**src/rtl/instr_encoder.sv**
```systemverilog
// MIPS instruction encoder with a 2-entry output FIFO and word-address stamping.
// Define INSTR_ENC_CHECK_EN to drop illegal types and flag them on err.
module instr_encoder (
  input  logic        clk,
  input  logic        reset_n,
  input  logic        in_valid,
  output logic        in_ready,
  input  logic [5:0]  in_type,
  input  logic [4:0]  in_rs,
  input  logic [4:0]  in_rt,
  input  logic [4:0]  in_rd,
  input  logic [15:0] in_imm,
  input  logic [25:0] in_target,
  output logic        out_valid,
  input  logic        out_ready,
  output logic [31:0] out_instr,
  output logic [31:0] out_addr,
  output logic [15:0] emit_cnt,
  output logic        err
);

  localparam logic [31:0] PC_RST = 32'h0000_3000;

  logic [31:0] instr0_q, instr0_d;
  logic [31:0] instr1_q, instr1_d;
  logic [31:0] addr0_q, addr0_d;
  logic [31:0] addr1_q, addr1_d;
  logic [1:0]  cnt_q, cnt_d;
  logic [31:0] pc_q, pc_d;
  logic [15:0] emit_cnt_q, emit_cnt_d;
  logic        err_q, err_d;

  logic [31:0] enc;
  logic        legal;
  logic        acc;
  logic        push;
  logic        pop;

  assign in_ready  = (cnt_q != 2'd2);
  assign out_valid = (cnt_q != 2'd0);
  assign out_instr = instr0_q;
  assign out_addr  = addr0_q;
  assign emit_cnt  = emit_cnt_q;
  assign err       = err_q;

  // Only the fields a type uses are placed; the rest stay zero.
  always_comb begin
    enc   = '0;
    legal = 1'b1;
    unique case (1'b1)
      (in_type == 6'd1):
        enc = {6'h00, in_rs, in_rt, in_rd, 5'd0, 6'h21};
      (in_type == 6'd2):
        enc = {6'h00, in_rs, in_rt, in_rd, 5'd0, 6'h23};
      (in_type == 6'd3):
        enc = {6'h0D, in_rs, in_rt, in_imm};
      (in_type == 6'd4):
        enc = {6'h23, in_rs, in_rt, in_imm};
      (in_type == 6'd5):
        enc = {6'h2B, in_rs, in_rt, in_imm};
      (in_type == 6'd6):
        enc = {6'h04, in_rs, in_rt, in_imm};
      (in_type == 6'd7):
        enc = {6'h0F, 5'd0, in_rt, in_imm};
      (in_type == 6'd8):
        enc = {6'h02, in_target};
      (in_type == 6'd9):
        enc = {6'h03, in_target};
      (in_type == 6'd10):
        enc = {6'h00, in_rs, 15'd0, 6'h08};
      (in_type == 6'd11):
        enc = {6'h00, in_rs, in_rt, in_rd, 5'd0, 6'h2A};
      default:
        legal = 1'b0;
    endcase
  end

  assign acc = in_valid && in_ready;
  assign pop = out_valid && out_ready;

`ifdef INSTR_ENC_CHECK_EN
  assign push  = acc && legal;
  assign err_d = err_q | (acc && !legal);
`else
  assign push  = acc;
  assign err_d = 1'b0;
`endif

  always_comb begin
    instr0_d   = instr0_q;
    instr1_d   = instr1_q;
    addr0_d    = addr0_q;
    addr1_d    = addr1_q;
    cnt_d      = cnt_q + {1'b0, push} - {1'b0, pop};
    pc_d       = pc_q;
    emit_cnt_d = emit_cnt_q;
    if (pop) begin
      instr0_d = instr1_q;
      addr0_d  = addr1_q;
      if (emit_cnt_q != 16'hFFFF) begin
        emit_cnt_d = emit_cnt_q + 16'd1;
      end
    end
    // A push lands at the head if the head is free after this cycle's pop.
    if (push) begin
      pc_d = pc_q + 32'd4;
      if ((cnt_q == 2'd0) || pop) begin
        instr0_d = enc;
        addr0_d  = pc_q;
      end else begin
        instr1_d = enc;
        addr1_d  = pc_q;
      end
    end
  end

  always_ff @(posedge clk or negedge reset_n) begin
    if (!reset_n) begin
      instr0_q   <= '0;
      instr1_q   <= '0;
      addr0_q    <= '0;
      addr1_q    <= '0;
      cnt_q      <= '0;
      pc_q       <= PC_RST;
      emit_cnt_q <= '0;
      err_q      <= 1'b0;
    end else begin
      instr0_q   <= instr0_d;
      instr1_q   <= instr1_d;
      addr0_q    <= addr0_d;
      addr1_q    <= addr1_d;
      cnt_q      <= cnt_d;
      pc_q       <= pc_d;
      emit_cnt_q <= emit_cnt_d;
      err_q      <= err_d;
    end
  end

endmodule
```
**config.mk**
```make
export PLATFORM = sky130hd
export DESIGN_NAME = instr_encoder
export DESIGN_NICKNAME = d
export VERILOG_FILES = /design/src/rtl/instr_encoder.sv
export SDC_FILE = /design/constraint.sdc
export NUM_CORES = 1
export LEC_CHECK = 0
export ABC_AREA = 0
export CAP_MARGIN = 20
export CORE_MARGIN = 2
export CORE_UTILIZATION = 52
export DETAILED_ROUTE_END_ITERATION = 8
export PLACE_DENSITY = 0.8
export SLEW_MARGIN = 20
export SYNTH_ARGS = -nofsm -noshare
export SYNTH_HDL_FRONTEND = slang
export SYNTH_SLANG_ARGS = --single-unit
```
**constraint.sdc**
```tcl
create_clock -name clk -period 2.78 [get_ports clk]
set_clock_uncertainty 0.2 [all_clocks]
set_input_delay 0.278 -clock clk [delete_from_list [all_inputs] [get_ports clk]]
set_output_delay 0.278 -clock clk [all_outputs]
set_load 0.01 [all_outputs]
```
==> results of run 1 <==
-- critical path, stage by stage (launching register included) --
cell,delay [ns]
dfrtp_1,0.43
nor2b_1,0.29
inv_1,0.16
clkdlybuf4s50_1,0.51
-- through the flow --
step	std cells	worst slack [ns]	area (um^2)	utilization	power, mW
2_1_floorplan	837	0.381	8010	-	5.19
3_3_place_gp	1143	0.372	9770	0.645	6.65
3_5_place_dp	1143	0.283	9770	0.645	6.73
4_1_cts	1175	0.481	10300	0.681	8.92
5_1_grt	1175	0.381	10300	0.681	9.36
6_report	1175	0.481	10300	0.681	8.85
-- cell usage after synthesis, drive strengths merged, types with 8 or more instances --
| master | count |
|---|---|
| a32oi | 15 |
| o211ai | 10 |
| nand4 | 13 |
| clkbuf | 38 |
| nor2 | 54 |
| a31oi | 34 |
| nand3 | 22 |
| a21oi | 44 |
| xor2 | 22 |
| dfrtp | 171 |
| inv | 8 |
| buf | 18 |
| nand2 | 222 |
| mux2i | 24 |
| a221oi | 13 |
| o21ai | 16 |
| and3 | 10 |
| xnor2 | 28 |
-- metal layers --
layer | part of all wire | GRT usage | wire length, um
met5 | 0 | 0 | 0
met3 | 0.062 | 0.0538 | 1240
met4 | 0.021 | 0.0911 | 421
met1 | 0.45 | 0.343 | 8950
met2 | 0.47 | 0.406 | 9320
-- cell type report --
| cell class | instances | area share |
|---|---|---|
| Sequential cell | 173 | 0.420 |
| Inverter | 8 | 0.00291 |
| Tap cell | 188 | 0.0228 |
| Multi-Input combinational cell | 600 | 0.334 |
| Timing Repair Buffer | 175 | 0.169 |
| Clock buffer | 20 | 0.0443 |
| Clock inverter | 11 | 0.00680 |
-- kinds of logic (layout without fill, tap and decap cells) --
| group | after synthesis | in the layout |
|---|---|---|
| and+or+nand+nor | 368 | 368 |
| DFF | 173 | 173 |
| AOI/OAI and AO/OA | 150 | 150 |
| buffers and inverters | 64 | 214 |
| xor gates and xnor gates | 50 | 50 |
| muxes | 27 | 27 |
| adders and majority gates | 4 | 4 |
| other | 1 | 1 |
-- cells in the final DEF, fill, tap and decap left out, types with 3 or more instances in the layout --
master	instances
a31oi_1	34
nand2_1	221
nand4b_1	3
a211oi_1	7
nand4_1	12
o21ai_0	16
nor4_1	4
ha_1	4
and3_1	10
o211ai_1	10
a221oi_1	13
nor3b_1	3
xor2_1	22
buf_12	4
nor2b_1	3
clkinv_2	6
nor4_4	3
buf_4	22
nand3_1	22
clkinvlp_4	3
or2_2	4
nor3_1	4
mux2i_1	24
nor2_1	53
and2_1	6
inv_1	7
clkdlybuf4s50_1	147
a22oi_1	7
a21oi_1	44
mux2_2	3
xnor2_1	28
clkbuf_16	17
dfrtp_1	171
a32oi_1	15
and4_1	5
-- sequential cells by signal, indices dropped and copies added, names as in the netlist --
name and cells:
out_addr 32, out_instr 32, instr1_q 31, pc_q 30, emit_cnt 16, cnt_q 2
addr1_q 30
-- power breakdown --
part | switching [mW] | internal, mW | leakage [nW]
logic | 1.52 | 1.51 | 2.19
registers | 0.473 | 3.19 | 2.26
clock network | 0.979 | 1.18 | 0.258
-- path summary, 6_finish.rpt --
check	slack, ns	endpoint	depth (start not counted)	from
max in group asynchronous	1.34	instr1_q[19]	3	reset_n
worst max-delay path	0.48	in_ready	3	cnt_q[0]
worst min-delay path	0.19	out_instr[2]	2	reset_n
worst max register to register	0.56	out_instr[11]	6	cnt_q[0]
worst min register to register	0.28	addr1_q[17]	2	addr1_q[17]
min in group clk	0.25	instr1_q[12]	3	in_rd[1]
-- what timing repair did --
item,4_1_cts,5_1_grt
endpoints found under the setup margin,0,0
buffers inserted,0,0
hold endpoints to repair,56,0
hold buffers,1,0
==> results by group, run 1 <==
Timing
  – Hold_ws: 0.187 ns
  – Final Hold Fails: 0
  – Setup_tns: 0 ns
  – Max frequency: 435 MHz
  – RSZ-0062 raised after global routing: false
  – Final Slew Violations: 0
  – Minimum clock period: 2.30 ns
  – Final setup viols: 0
  – Slew headroom: 0.392
  – Final period utilization: 0.827
  – Tightest Pin Transition: between 0.9 and 1 ns

Clock network
  – Clk slew on worst S/H paths: 0.06 ns
  – Post-CTS Resized: 0
  – Sink Count: 173
  – Number of CTS-inserted buffers: 17
  – Max Root-Sink Buffers: 2
  – CTS H-tree depth: 4
  – Root buffer cell: clkbuf_16
  – CTS tree: yes
  – Clk_lat worst skew: 0.43 ns

Worst setup path
  – WP data arrival: 1.82 ns
  – CP Capture Type: output pin
  – CP required: around 2.3 ns
  – CP Class: reg -> out
  – Worst setup SP type: register
  – Maximum fanout along the worst path: 5

Yosys
  – Seq/Total Area, Yosys: 0.541
  – Post-synth ARST share: 1.00
  – Mux cell area share after synthesis: 0.0342
  – Netlist cell types: 47
  – Simple-gate share of the synthesized area: 0.209
  – EDFF count, synth: 0
  – Synth Flop Type: dfrtp_1
  – Share of the synthesized area in the top cell type: 0.534
  – Compound-Gate Fraction of Synth Area: 0.122
  – Synth area leaders: dfrtp_1 (53%), nand2_1 (10%), xnor2_1 (3.1%)
  – Post-Syn Area: 0.00801 mm^2
  – Syn avg cell area: 9.57 um^2
  – Synth Warn #: 0
  – Largest family of logic cells by synthesized area: simple AND/OR/NAND/NOR gates
  – Post-Synth XOR/XNOR Area: 0.0547
  – Post-Synth Adder-Cell Area: 0.00625
  – Syn_nets: 908
  – Dominant cell type by area after synthesis: dfrtp_1
  – Synth Register Bits: 173
  – Mapped Cells: 837

Detailed routing
  – Wire per inst: 17.0 um
  – Final ANT Viol Nets: 0
  – Vias per cell: roughly 5.7
  – 1st-pass router iterations: 5
  – Routed Wire Length: 19900 um
  – Starting DRC count in detailed routing: 532
  – # DRC: 0
  – Vias: a little under 7000

Floorplanning
  – Die ar.: ~0.016 mm^2
  – FP Rows: 45
  – Core Region: 0.0151 mm^2
  – Width of the die: about 130 um
  – Initial Util: 0.529
  – I/O pin cnt: 150
  – Die height: between 100 and 150 um

Cells and area
  – Area Growth Syn to Fin: 28.8%
  – # diodes: 0
  – Fill count: 1177
  – Register Area: 0.00433 mm^2
  – Layout cell share with drive strength beyond 1: 0.0790
  – Multi-input logic area: 0.00345 mm^2
  – Nets@finish: 1046

Power and ir drop
  – Pwr/cell area: between 800 and 900 mW/mm^2
  – Maximum vdd drop: between 0.0005 and 0.0006 V
  – Leakage: 4.70 nW

Hold path
  – Path type of the worst min-delay path: in -> async

Global routing
  – Largest net degree at the start of global routing: 62
  – GRT Residual Overflow: 0
  – Vias in the first global route: 6497
  – Initial antenna violation count: 0
  – Global-route wire length before repair: 32700 um
  – Total Routing Usage GR: 0.253

Place
  – Detail Placement HPWL: about 13000 um
  – Port bufs: 148
  – GP Congestion: around 0.85

Job
  – Max-Cap Viols: 0

Outcome
  – Outcome: finished, final reports clean
No activity file was read; power rests on OpenSTA's default activity.
==> run 2: changes to the inputs <==
- CORE_UTILIZATION: 52 -> 47
- PLACE_DENSITY: 0.8 -> 0.76
- clock period: 2.78 -> 1.9 ns (I/O delays scaled with it)
==> results by group, run 2 (synthesis gave the netlist of run 1 again) <==
Detailed routing
  – 1st-pass router iterations: 6 (+1)
  – # DRC: 0 (unchanged)
  – Vias per cell: 5.46 (-4.7%)
  – Routed Wire Length: 21400 um (+7.3%)
  – Vias: 7001 (+4.1%)
  – Starting DRC count in detailed routing: 465 (-13%)
  – Final ANT Viol Nets: 0 (unchanged)
  – Wire per inst: 16.7 um (-1.7%)

Clock network
  – Sink Count: 173 (unchanged)
  – CTS tree: yes
  – Clk_lat worst skew: 0.43 ns (about the same)
  – Root buffer cell: clkbuf_16
  – Clk slew on worst S/H paths: 0.07 ns (about the same)
  – Number of CTS-inserted buffers: 17 (unchanged)
  – Max Root-Sink Buffers: 2 (unchanged)
  – CTS H-tree depth: 4 (unchanged)

Floorplanning
  – Die ar.: 0.0181 mm^2 (+10%)
  – I/O pin cnt: 150 (unchanged)
  – FP Rows: 47 (+4.4%)
  – Core Region: 0.0166 mm^2 (+9.9%)
  – Initial Util: 0.481 (-0.0475)
  – Width of the die: 135 um (+5.0%)
  – Die height: 135 um (+5.0%)

Cells and area
  – Fin area: 0.0112 mm^2 (+8.5%)
  – Register Area: 0.00433 mm^2 (unchanged)
  – Multi-input logic area: 0.00359 mm^2 (+4.1%)
  – Final Util: 0.672 (-0.00858)
  – Most common cell after layout, fill and taps aside: nand2_1
  – Most frequent cells in the layout: nand2_1 (220), dfrtp_1 (171), clkdlybuf4s50_1 (140)
  – Nets@finish: 1121 (+7.2%)
  – # diodes: 0 (unchanged)
  – Area Growth Syn to Fin: 39.7%
  – Fill count: 1321 (+12%)
  – Layout cell share with drive strength beyond 1: 0.164 (+0.0847)

Timing
  – Final setup viols: 2 (+2)
  – PnR worst setup slack: -0.0257 ns (-0.507 ns)
  – Max frequency: ~520 MHz
  – Final period utilization: 1.01
  – RSZ-0062 raised after global routing: true
  – Final Slew Violations: 0 (unchanged)
  – Final Hold Fails: 0 (unchanged)
  – Minimum clock period: roughly 1.9 ns

Global routing
  – Global-route wire length before repair: 34500 um (+5.4%)
  – GRT Residual Overflow: 0 (unchanged)
  – Total Routing Usage GR: 0.240 (-0.0127)
  – Initial antenna violation count: 0 (unchanged)
  – Vias in the first global route: 6823 (+5.0%)
  – Largest net degree at the start of global routing: 48 (-23%)

Outcome
  – Failing checks: setup timing
  – Outcome: complete, but fails checks

Worst setup path
  – Maximum fanout along the worst path: 6 (+1)
  – CP Class: reg -> reg
  – Critical path cell sequence: ha_2 -> and3_4 -> or4b_4 -> nor4_4 -> xor2_1
  – Crit-path slowest cell: or4b_4
  – Launch point of the worst reg-to-reg path: pc_q[2]
  – CP required: 2.05 ns (-0.25 ns)
  – CP Capture Type: register
  – Worst setup SP type: register
  – WP data arrival: 2.07 ns (+0.25 ns)
  – Worst Setup SP: pc_q[2]
  – Largest stage delay, worst path: 0.55 ns (+0.04 ns)

Power and ir drop
  – Clock power frac: 0.232 (-0.012)
  – Sw Share: 0.331 (-0.00448)
  – Leakage: 5.20 nW (+11%)
  – Combinational power share: 0.392 (+0.049)
  – Switch Pwr: 4.59 mW (+55%)
  – Share of power burned in registers: 0.377 (-0.037)
  – Maximum vdd drop: 0.000835 V (+63%)
  – Pwr/cell area: 1240 mW/mm^2 (+44%)
  – Internal: 9.27 mW (+58%)

Place
  – DP Area: 0.0105 mm^2 (+7.1%)
  – Port bufs: 148 (unchanged)
  – Detail Placement HPWL: 14600 um (+8.8%)
  – GP Congestion: 0.817 (-4.2%)

Hold path
  – Path type of the worst min-delay path: in -> async

Job
  – Max-Cap Viols: 0 (unchanged)
run 2: changes by cell type in the layout (fill, tap and decap cells not counted), moves of 3 or more:
cell | before | now
nor4_2 | 0 | 3
a21oi_2 | 0 | 5
buf_4 | 22 | 85
dlymetal6s2s_1 | 0 | 5
ha_1 | 4 | 1
clkbuf_1 | 1 | 6
nor4_1 | 4 | 1
clkdlybuf4s50_1 | 147 | 140
a21oi_1 | 44 | 39
clkinv_2 | 6 | 1
buf_12 | 4 | 14
run 2: layer usage:
layer	GRT usage	wire length [um]	part of all wire	vias to the layer above
met3	0.0458	1260	0.059	32
met2	0.386	10100	0.47	212
met5	0	0	0	-
met1	0.329	9540	0.45	3427
li1	-	-	-	3330
met4	0.0860	451	0.021	0
run 2: per-stage QoR:
stage               TNS [ns]  hold WS, ns  total power, mW  cells  worst slack (ns)
floorplan             -0.186       -0.306             7.68    837            -0.182
global placement      -11.85      -0.0732             10.3   1242            -0.172
detailed placement    -14.47      -0.0754             10.5   1242            -0.204
CTS                   -0.178       0.0299             13.8   1277           -0.0546
global route          -0.836       0.0594             14.7   1283            -0.117
finish               -0.0328       0.0357             13.9   1283           -0.0257
run 2: critical path: cells and delay by family, from the launching register on:
kind	cells	cell delay (ns)
DFF	1	0.36
and+or+nand+nor	3	0.93
adders and majority gates	1	0.20
xor gates and xnor gates	1	0.17
run 2: path summary, 6_finish.rpt:
check	to	slack, ns	cells after the start
worst max-delay path	pc_q[20]	-0.03	5
worst min-delay path	emit_cnt[5]	0.04	2
worst max register to register	pc_q[20]	-0.03	5
worst min register to register	addr1_q[31]	0.27	2
max in group asynchronous	out_instr[20]	0.80	3
min in group clk	out_instr[15]	0.18	3
run 2: power by group through the flow:
stage / sequential [mW] / combinational (mW) / clock (mW)
6_report: 5.22 / 5.43 / 3.22
5_1_grt: 5.33 / 5.93 / 3.43
4_1_cts: 5.22 / 5.29 / 3.27
3_5_place_dp: 5.28 / 5.20 / 0
3_3_place_gp: 5.25 / 5.09 / 0
2_1_floorplan: 5.54 / 2.14 / 0
run 2: layout make-up:
| class | instances | share of cell area |
|---|---|---|
| Clock buffer | 27 | 0.0450 |
| Tap cell | 220 | 0.0246 |
| Timing Repair Buffer | 248 | 0.216 |
| Sequential cell | 173 | 0.387 |
| Inverter | 8 | 0.00336 |
| Multi-Input combinational cell | 602 | 0.321 |
| Clock inverter | 5 | 0.00313 |
run 2: timing repair:
item	CTS	global route
setup endpoints to repair	8	42
gates resized for setup	9	28
cloned	0	2
hold buffers	1	0
setup buffers	2	5
endpoints found under the hold margin	171	0
pin swaps	4	6
==> run 3: changes to the inputs <==
- CAP_MARGIN: 20 -> default
==> results of run 3 <==
No change in the layout: final DEF, timing and power equal those of run 2.
